`src/rtl/reg_arbiter.sv`:
```
// reg_arbiter: round-robin arbiter granting N requesters write access to one
// shared W-bit register through an IDLE -> WRITE -> DONE handshake.
`default_nettype none

module reg_arbiter #(
  parameter int N = 4,
  parameter int W = 4
) (
  input  logic                 clk,
  input  logic                 rst_n,
  input  logic [N-1:0]         req,
  input  logic [N*W-1:0]       din,
  output logic [N-1:0]         gnt,
  output logic                 ack,
  output logic [$clog2(N)-1:0] owner,
  output logic                 busy,
  output logic [W-1:0]         dout
);

  localparam int SW = $clog2(N);

  localparam logic [1:0] IDLE  = 2'd0;
  localparam logic [1:0] WRITE = 2'd1;
  localparam logic [1:0] DONE  = 2'd2;

  logic [1:0]    state;
  logic [SW-1:0] sel;
  logic [SW-1:0] ptr;
  logic [SW-1:0] pick;
  logic [W-1:0]  din_arr [N];

  for (genvar g = 0; g < N; g++) begin : g_unpack
    assign din_arr[g] = din[g*W +: W];
  end

  // Round-robin search upward from ptr; the wide sum is folded back into
  // 0..N-1 so non-power-of-two N never yields an out-of-range index.
  always_comb begin
    logic          found;
    logic [SW:0]   idx_wide;
    logic [SW-1:0] idx;
    found    = 1'b0;
    pick     = '0;
    idx_wide = '0;
    idx      = '0;
    for (int i = 0; i < N; i++) begin
      idx_wide = {1'b0, ptr} + (SW+1)'(i);
      if (idx_wide >= (SW+1)'(N)) begin
        idx_wide = idx_wide - (SW+1)'(N);
      end
      idx = idx_wide[SW-1:0];
      if (!found && req[idx]) begin
        found = 1'b1;
        pick  = idx;
      end
    end
  end

  always_ff @(posedge clk or negedge rst_n) begin
    if (!rst_n) begin
      state <= IDLE;
      sel   <= '0;
      ptr   <= '0;
      owner <= '0;
      dout  <= '0;
    end else begin
      case (state)
        IDLE: begin
          if (|req) begin
            sel   <= pick;
            state <= WRITE;
          end
        end
        WRITE: begin
          dout  <= din_arr[sel];
          owner <= sel;
          ptr   <= (sel == SW'(N-1)) ? '0 : sel + 1'b1;
          state <= DONE;
        end
        DONE: begin
          state <= IDLE;
        end
        default: begin
          state <= IDLE;
        end
      endcase
    end
  end

  // Outputs decode registered state only; req/din never reach them directly.
  assign busy = (state != IDLE);
  assign ack  = (state == DONE);
  assign gnt  = busy ? ({{(N-1){1'b0}}, 1'b1} << sel) : '0;

endmodule

`default_nettype wire

```
`config.mk`:
```
export PLATFORM = sky130hd
export DESIGN_NAME = reg_arbiter
export DESIGN_NICKNAME = d
export VERILOG_FILES = /design/src/rtl/reg_arbiter.sv
export SDC_FILE = /design/constraint.sdc
export NUM_CORES = 1
export LEC_CHECK = 0
export ABC_AREA = 1
export CAP_MARGIN = 20
export CORE_UTILIZATION = 43
export CTS_CLUSTER_SIZE = 16
export DETAILED_ROUTE_END_ITERATION = 6
export PLACE_DENSITY = 0.77
export SLEW_MARGIN = 5
export SYNTH_ARGS = -nofsm -noshare
export SYNTH_HDL_FRONTEND = slang
export SYNTH_SLANG_ARGS = --single-unit
```
`constraint.sdc`:
```
create_clock -name clk -period 1.6 [get_ports clk]
set_clock_uncertainty 0.1 [all_clocks]
set_input_delay 0.24 -clock clk [delete_from_list [all_inputs] [get_ports clk]]
set_output_delay 0.24 -clock clk [all_outputs]
set_load 0.02 [all_outputs]
```
* Word level (Yosys, flattened, before mapping)
Index checks and enable logic that the tools add are counted.
** Storage, ports and cells
- Output and inout port bits :: 12
- Register bits after elaboration :: 12
** Operators by class
- $lt $le $gt $ge :: 9
- Eq/ne operators :: 4
- Muxes and demuxes :: 26
- Bitwise gates (word level) :: 1
- Reduce and logical (&&, ||, !) cells :: 10
- $add $sub $neg :: 8
- Shift-type cells :: 1
** Operator list (count)
- $mux 2 :: 10
- $ge 3x3->1 const B :: 4
- $lt 2x3->1 const B :: 4
- $mux 4 :: 3
- $bmux 1 s2 :: 4
- $bmux 4 s2 :: 1
- $sub 2x1->2 const B :: 4
- $mux 1 :: 7
- $add 2x2->3 const B :: 2
- $eq 2x2->1 const B :: 2
- $pmux 2 s2 :: 1
- $reduce_or 4->1 :: 1
- $shl 1x2->4 const A :: 1
- $add 2x1->3 const B :: 1
- $ge 2x3->1 const B :: 1
- $logic_and 1x1->1 :: 3
- $logic_not 1->1 :: 3
- $not 2->3 :: 1
- $add 2x1->2 const B :: 1
- $eq 2x1->1 const B :: 1
- $logic_not 2->1 :: 1
- $ne 2x2->1 const B :: 1
- $reduce_and 2->1 :: 1
- $reduce_bool 2->1 :: 1

* Logic depth before layout (Yosys ltp)
Gate-level depths: netlist of the first run.
- Depth in word-level cells :: 14
- Mapped depth :: 11
- Mapped depth without buffers :: 11

* Worst setup path after synthesis of the first run
No wires, ideal clock.
- Path type :: reg2out
- Start point :: reg sel[1]
- End point :: out gnt[0]
- Slack :: 0.224 ns
- Arrival :: 1.036 ns
- Cell stages (with the launch flop) :: 5
- Cells stage by stage :: dfrtp_1 > inv_1 > ha_1 > inv_1 > nor2_1
** On the way
- Word-level cells in the longest chain between the ends :: 2
** RTL lines
- start: declaration :: line 27 : logic [SW-1:0] sel;
- start signal: assignment :: line 70 : sel <= pick;
- $shl 1x2->4 :: line 93 : assign gnt = busy ? ({{(N-1){1'b0}}, 1'b1} << sel) : '0;
- $mux 4 :: line 93
- end: declaration :: line 13 : output logic [N-1:0] gnt,
Every way passes these cells.

* Final worst setup path of the first run
- Start point :: reg sel[1]
- End point :: out gnt[2]
The elaborated chain is that of the path after synthesis.

==> results.yml, run 1 <==
run_status:
  status: "completed"
die:
  die_w_um: 47.84
  fp.dieH_um: 47.84
  core.rowCount: 16
  pin_count: 34
  initial_utilization: 0.4605
  core-area_mm2: 0.001962
  die-area_mm2: 0.002288
placement:
  io_buffers: 33
  dp_slack_ns: -0.1747
  placedInstanceArea_mm2: 0.001328
  place_hpwl_mm: 2.010
  place_congestion: 0.7923
  dp_cells: 213
critical_path:
  cp-start-kind: "flip-flop"
  ff2ff_path_depth: 9
  crit_chain: "buf_4 -> ha_1 -> inv_1 -> nor2_1 -> buf_4"
  crit_arrival_ns: 1.23
  rr_endpoint: "sel[1]"
  cp-end-kind: "output port"
  cp_data_required_time_ns: 1.26
  cp_top_family: "flip-flops"
  critical_path_class: "flip-flop to output port"
  slowest_stage: "dfrtp_2"
  crit_buf_inv: 3
  slowest_delay_ns: 0.44
  reg2reg_slack_ns: 0.12
  cp_max_fo: 5
  r2r-start: "ptr[0]"
  cpMostUsedCell: "buf_4"
  crit_path_start: "sel[1]"
global_route:
  grt_overflow: 0
  grt_usage: 0.2330
  grt_max_degree: 13
  grt_pass1_wl_mm: 3.677
  antenna_found_initial: 0
  grt_pass1_vias: 929
clock_network:
  numCtsBuffers: 3
  cts_buffer_depth: 2
  clockRootBuffer: "clkbuf_4"
  cts_hold_buf: 0
  clk_latency_ns: 0.26
  cts_max_level: 1
  cts_sinks: 12
  cts_tree: "built"
  cts.clk_slew.worst_paths_ns: 0.07
finish:
  fin_nets: 221
  final_cells: 220
  stdcell_area_mm2: 0.001388
  regArea_um2: 304.0
  utilization: 0.7073
  drive_above_1_share: 0.2073
  syn_to_final_growth_pct: 53.60
  diodes: 0
  num-fill-cells: 183
  multiInputGateArea_um2: 538.0
timing:
  hold_slack_ns: 0.2212
  final-hold-violation-count: 0
  rsz0062_at_grt: "true"
  worst_slack_ns: 0.02720
  fin_crit_sh: 0.9830
  max_freq_mhz: 635.8
  slew_headroom: 0.6507
  setup_viol: 0
  maxSlewViolCount: 0
  fin_crit_ns: 1.573
  worstMarginPinSlew_ns: 0.5223
synthesis:
  yosysWarnings: 0
  postSynthCellCount: 145
  ys_ff_latch: 12
  synth_area_per_cell_um2: 6.230
  ys_types: 18
  ys_seq_area_frac: 0.3324
  synth_area_um2: 903.4
  synthesis.nets: 171
pwr:
  cellLeakagePower_nw: 0.7374
  ir_drop_mv: 1.184
  powerDensity_mw_per_mm2: 1975
run:
  max_cap_viol_count: 0
detailed_routing:
  drt_wl_total_mm: 2.448
  post-route-drc-count: 0
  via_count: 1067
  drt_iter0_drc: 21
  avgRoutedWirePerCell_um: 11.13
  first_pass_iters: 4
  ant_nets: 0
  via_per_inst: 4.850
worst_hold_path:
  hold_path_class: "input port to asynchronous set/reset pin"
[registers in the layout (all words and copies together) (netlist names)]
signal / cells
owner: 2
dout: 4
ptr: 2
state: 2
sel: 2
[final cells by class]
class / instances / share of cell area
multi-input cells: 114 / 0.3877
repair buffers: 47 / 0.3039
flip-flops and latches: 12 / 0.2191
inverters: 17 / 0.04869
well taps: 27 / 0.02435
clock buffers: 3 / 0.01623
[worst max path at each step]
| stage | cells past startpoint | to | slack, ns |
|---|---|---|---|
| after global routing | 5 | gnt[2] | -0.04 |
| final | 5 | gnt[2] | 0.03 |
| after global placement | 5 | gnt[1] | -0.1 |
| after floorplan | 4 | gnt[0] | 0.22 |
| after detailed placement | 5 | gnt[1] | -0.17 |
| after CTS | 4 | busy | 0.002 |
[Yosys cell counts (all sizes together)]
library cell / number / share of area
o21ai: 12 / 0.066
o22ai: 3 / 0.021
inv: 15 / 0.062
clkinv: 2 / 0.0083
nor2: 27 / 0.11
nand3: 8 / 0.044
a31oi: 1 / 0.0069
buf: 1 / 0.012
dfrtp: 12 / 0.33
ha: 4 / 0.055
clkbuf: 1 / 0.0042
nor4: 1 / 0.0069
nand2: 57 / 0.26
a21oi: 1 / 0.0055
[timing repair]
action	4_1_cts	5_1_grt
cloned	0	0
buffers inserted	3	1
resized for setup	20	15
setup endpoints to repair	6	9
endpoints found under the hold margin	0	0
pin swaps	0	1
[stage by stage]
stage	total power, mW	TNS [ns]
after global placement	2.439	-0.3917
after CTS	2.685	0
final	2.740	0
after global routing	3.031	-0.09917
after detailed placement	2.500	-0.6794
after floorplan	1.756	0
[cell families (layout without fill, tap and decap cells)]
logic type               after synthesis  in the layout  synth area share
adder cells (fa/ha/maj)                4              4           0.05540
buffers and inverters                 19             67           0.08726
AO/OA/AOI/OAI                         17             17           0.09973
AND/OR/NAND/NOR                       93             93            0.4252
flip-flops                            12             12            0.3324
[report_power, final]
part	leakage [nW]	switching (mW)	total, mW	internal, mW
registers	0.142	0.142	0.609	0.467
logic	0.582	1.12	1.96	0.839
clock network	0.0138	0.0875	0.174	0.0868
[cells in the final DEF, fill, tap and decap left out, drive strengths merged]
master	instances
nor2	27
a21oi	1
dlygate4sd2	1
nand3	8
nand2	57
a31oi	1
clkdlybuf4s50	25
nor4	1
ha	4
buf	18
clkinv	2
clkbuf	4
inv	15
o21ai	12
dlymetal6s2s	2
o22ai	3
dfrtp	12
[layer usage]
metal  global-route usage  part of all wire
met5                    0                 0
met4              0.08333             0.013
met3              0.02642             0.045
met2               0.4405              0.51
met1               0.2664              0.43
[worst reg2reg max path: cells and delay by family, from the launching register on]
| kind | cells | cell delay [ns] |
|---|---|---|
| buf+inv | 1 | 0.18 |
| simple gates | 8 | 0.64 |
| flops | 1 | 0.46 |
Note: power is estimated with default switching activity, not from simulation.
==> run 2: changes to the inputs <==
SLEW_MARGIN = unset   (was 5)
==> results of run 2 <==
Final layout, timing and power as in run 1 (identical DEF).
==> run 3: changes to the inputs <==
ABC_AREA = 0   (was 1)
CORE_UTILIZATION = 40   (was 43)
==> results.yml, run 3 <==
run_status:
  status: "completed"
timing:
  rsz0062_at_grt: "true"
  final-hold-violation-count: 0
  max_freq_mhz: 639.3
  fin_crit_sh: 0.9777
  slew_headroom: 0.6846
  worstMarginPinSlew_ns: 0.4731
  setup_viol: 0
  maxSlewViolCount: 0
  hold_slack_ns: 0.1803
  fin_crit_ns: 1.564
  worst_slack_ns: 0.03572
pwr:
  p_total_mw: 2.192
  cellLeakagePower_nw: 0.5367
  powerDensity_mw_per_mm2: 1831
  ir_drop_mv: 1.077
clock_network:
  cts_buffer_depth: 2
  cts_tree: "built"
  cts_hold_buf: 0
  cts.clk_slew.worst_paths_ns: 0.07
  numCtsBuffers: 3
  cts_max_level: 1
  cts_sinks: 12
  clockRootBuffer: "clkbuf_4"
  clk_latency_ns: 0.26
finish:
  largest_reg_flops: 4
  final_cell_mix: "26 x clkdlybuf4s50_1, 11 x buf_4, 10 x dfrtp_1"
  utilization: 0.6935
  num-fill-cells: 139
  syn_to_final_growth_pct: 60.84
  final_common_cell: "clkdlybuf4s50_1"
  fin_nets: 130
  diodes: 0
  drive_above_1_share: 0.3824
  stdcell_area_mm2: 0.001197
  top_register: "dout"
global_route:
  grt_pass1_wl_mm: 2.532
  antenna_found_initial: 0
  grt_pass1_vias: 583
  grt_max_degree: 13
  grt_overflow: 0
  grt_usage: 0.1766
placement:
  placedInstanceArea_mm2: 0.001154
  dp_slack_ns: -0.1116
  place_hpwl_mm: 1.346
  place_congestion: 0.7419
  io_buffers: 33
synthesis:
  synth-async-reset-ratio: 1.000
  synthesis.nets: 84
  yosys.area.top_type: "dfrtp_1"
  yosysWarnings: 0
  synth_area_um2: 744.5
  ys_ff_latch: 12
  synthFlopType: "dfrtp_1"
  synth.top_cell.area_share: 0.4034
  postSynthCellCount: 58
  ys_types: 23
  yosysMostFrequentCell: "dfrtp_1"
  synth_area_leaders: "dfrtp_1 40%, mux4_2 12%, mux2_4 8.1%"
  synth_area_per_cell_um2: 12.84
  synth-edff-count: 0
  ys_seq_area_frac: 0.4034
die:
  fp.dieH_um: 45.14
  die-area_mm2: 0.002038
  core-area_mm2: 0.001727
  initial_utilization: 0.4312
  die_w_um: 45.14
  pin_count: 34
  core.rowCount: 15
critical_path:
  ff2ff_path_depth: 3
  cp_top_family: "flip-flops"
  slowest_stage: "dfrtp_2"
  cp_data_required_time_ns: 1.26
  slowest_delay_ns: 0.45
  critical_path_class: "flip-flop to output port"
  cp-start-kind: "flip-flop"
  r2r-start: "sel[0]"
  rr_endpoint: "dout[3]"
  cp_max_fo: 6
  crit_buf_inv: 1
  crit_chain: "ha_1 -> and2_1 -> buf_6"
  cp-end-kind: "output port"
  crit_arrival_ns: 1.22
  reg2reg_slack_ns: 0.04
detailed_routing:
  via_count: 600
  avgRoutedWirePerCell_um: 12.87
  post-route-drc-count: 0
  ant_nets: 0
  via_per_inst: 4.724
  drt_iter0_drc: 4
  drt_wl_total_mm: 1.635
  first_pass_iters: 4
worst_hold_path:
  hold_path_class: "input port to asynchronous set/reset pin"
run:
  max_cap_viol_count: 0
run 3: cell types whose count changed after synthesis, moves of 4 or more:
cell	delta
and2_1	+4
inv_1	-9
mux2_2	+4
mux2_4	+4
mux4_2	+4
nand2_1	-50
nand2_2	-5
nand3_1	-8
nor2_1	-25
o21ai_0	-10
run 3: layout make-up:
type | instances | area (um^2) | share of cell area
Timing Repair Buffer | 44 | 421.7 | 0.3521
Multi-Input combinational cell | 39 | 404.1 | 0.3375
Inverter | 4 | 15.01 | 0.01254
Tap cell | 25 | 31.28 | 0.02612
Sequential cell | 12 | 302.8 | 0.2529
Clock buffer | 3 | 22.52 | 0.01881
run 3: worst max path at each step:
stage               slack [ns]  depth (start not counted)  endpoint      from
floorplan                 0.14                          3   dout[0]    sel[0]
global placement         -0.08                          3    gnt[3]  state[1]
detailed placement       -0.11                          4    gnt[2]    sel[0]
CTS                      -0.07                          3    gnt[2]  state[1]
global route             -0.01                          3    gnt[3]  state[1]
finish                    0.04                          3    gnt[3]    sel[0]
run 3: cell families after synthesis:
group,share of synthesized area
AOI/OAI and AO/OA,0.08068
adders and majority gates,0.06723
buffers and inverters,0.05713
DFF,0.4034
muxes,0.2756
and+or+nand+nor,0.1160
run 3: per-stage QoR:
| step | cells | setup TNS (ns) |
|---|---|---|
| 6_report | 127 | 0 |
| 5_1_grt | 127 | -0.05801 |
| 4_1_cts | 127 | -0.07110 |
| 3_5_place_dp | 123 | -0.6071 |
| 3_3_place_gp | 123 | -0.3815 |
| 2_1_floorplan | 58 | 0 |
run 3: power by group:
| group | internal, mW | switching (mW) | leakage (nW) |
|---|---|---|---|
| registers | 0.466 | 0.123 | 0.142 |
| logic | 0.832 | 0.596 | 0.381 |
| clock network | 0.0869 | 0.0880 | 0.0138 |
| total | 1.39 | 0.807 | 0.537 |
run 3: per-layer routing:
layer / share of wire / vias to the layer above / global-route usage / wire length (um)
met1: 0.42 / 286 / 0.2132 / 685
met5: 0 / - / 0 / 0
met4: 0.010 / 0 / 0.05455 / 17
met2: 0.54 / 14 / 0.3043 / 884
li1: - / 298 / - / -
met3: 0.029 / 2 / 0.04800 / 48
run 3: timing repair:
| item | 4_1_cts | 5_1_grt |
|---|---|---|
| pin swaps | 0 | 1 |
| resized for setup | 24 | 14 |
| setup endpoints to repair | 10 | 8 |
| buffers inserted | 1 | 0 |
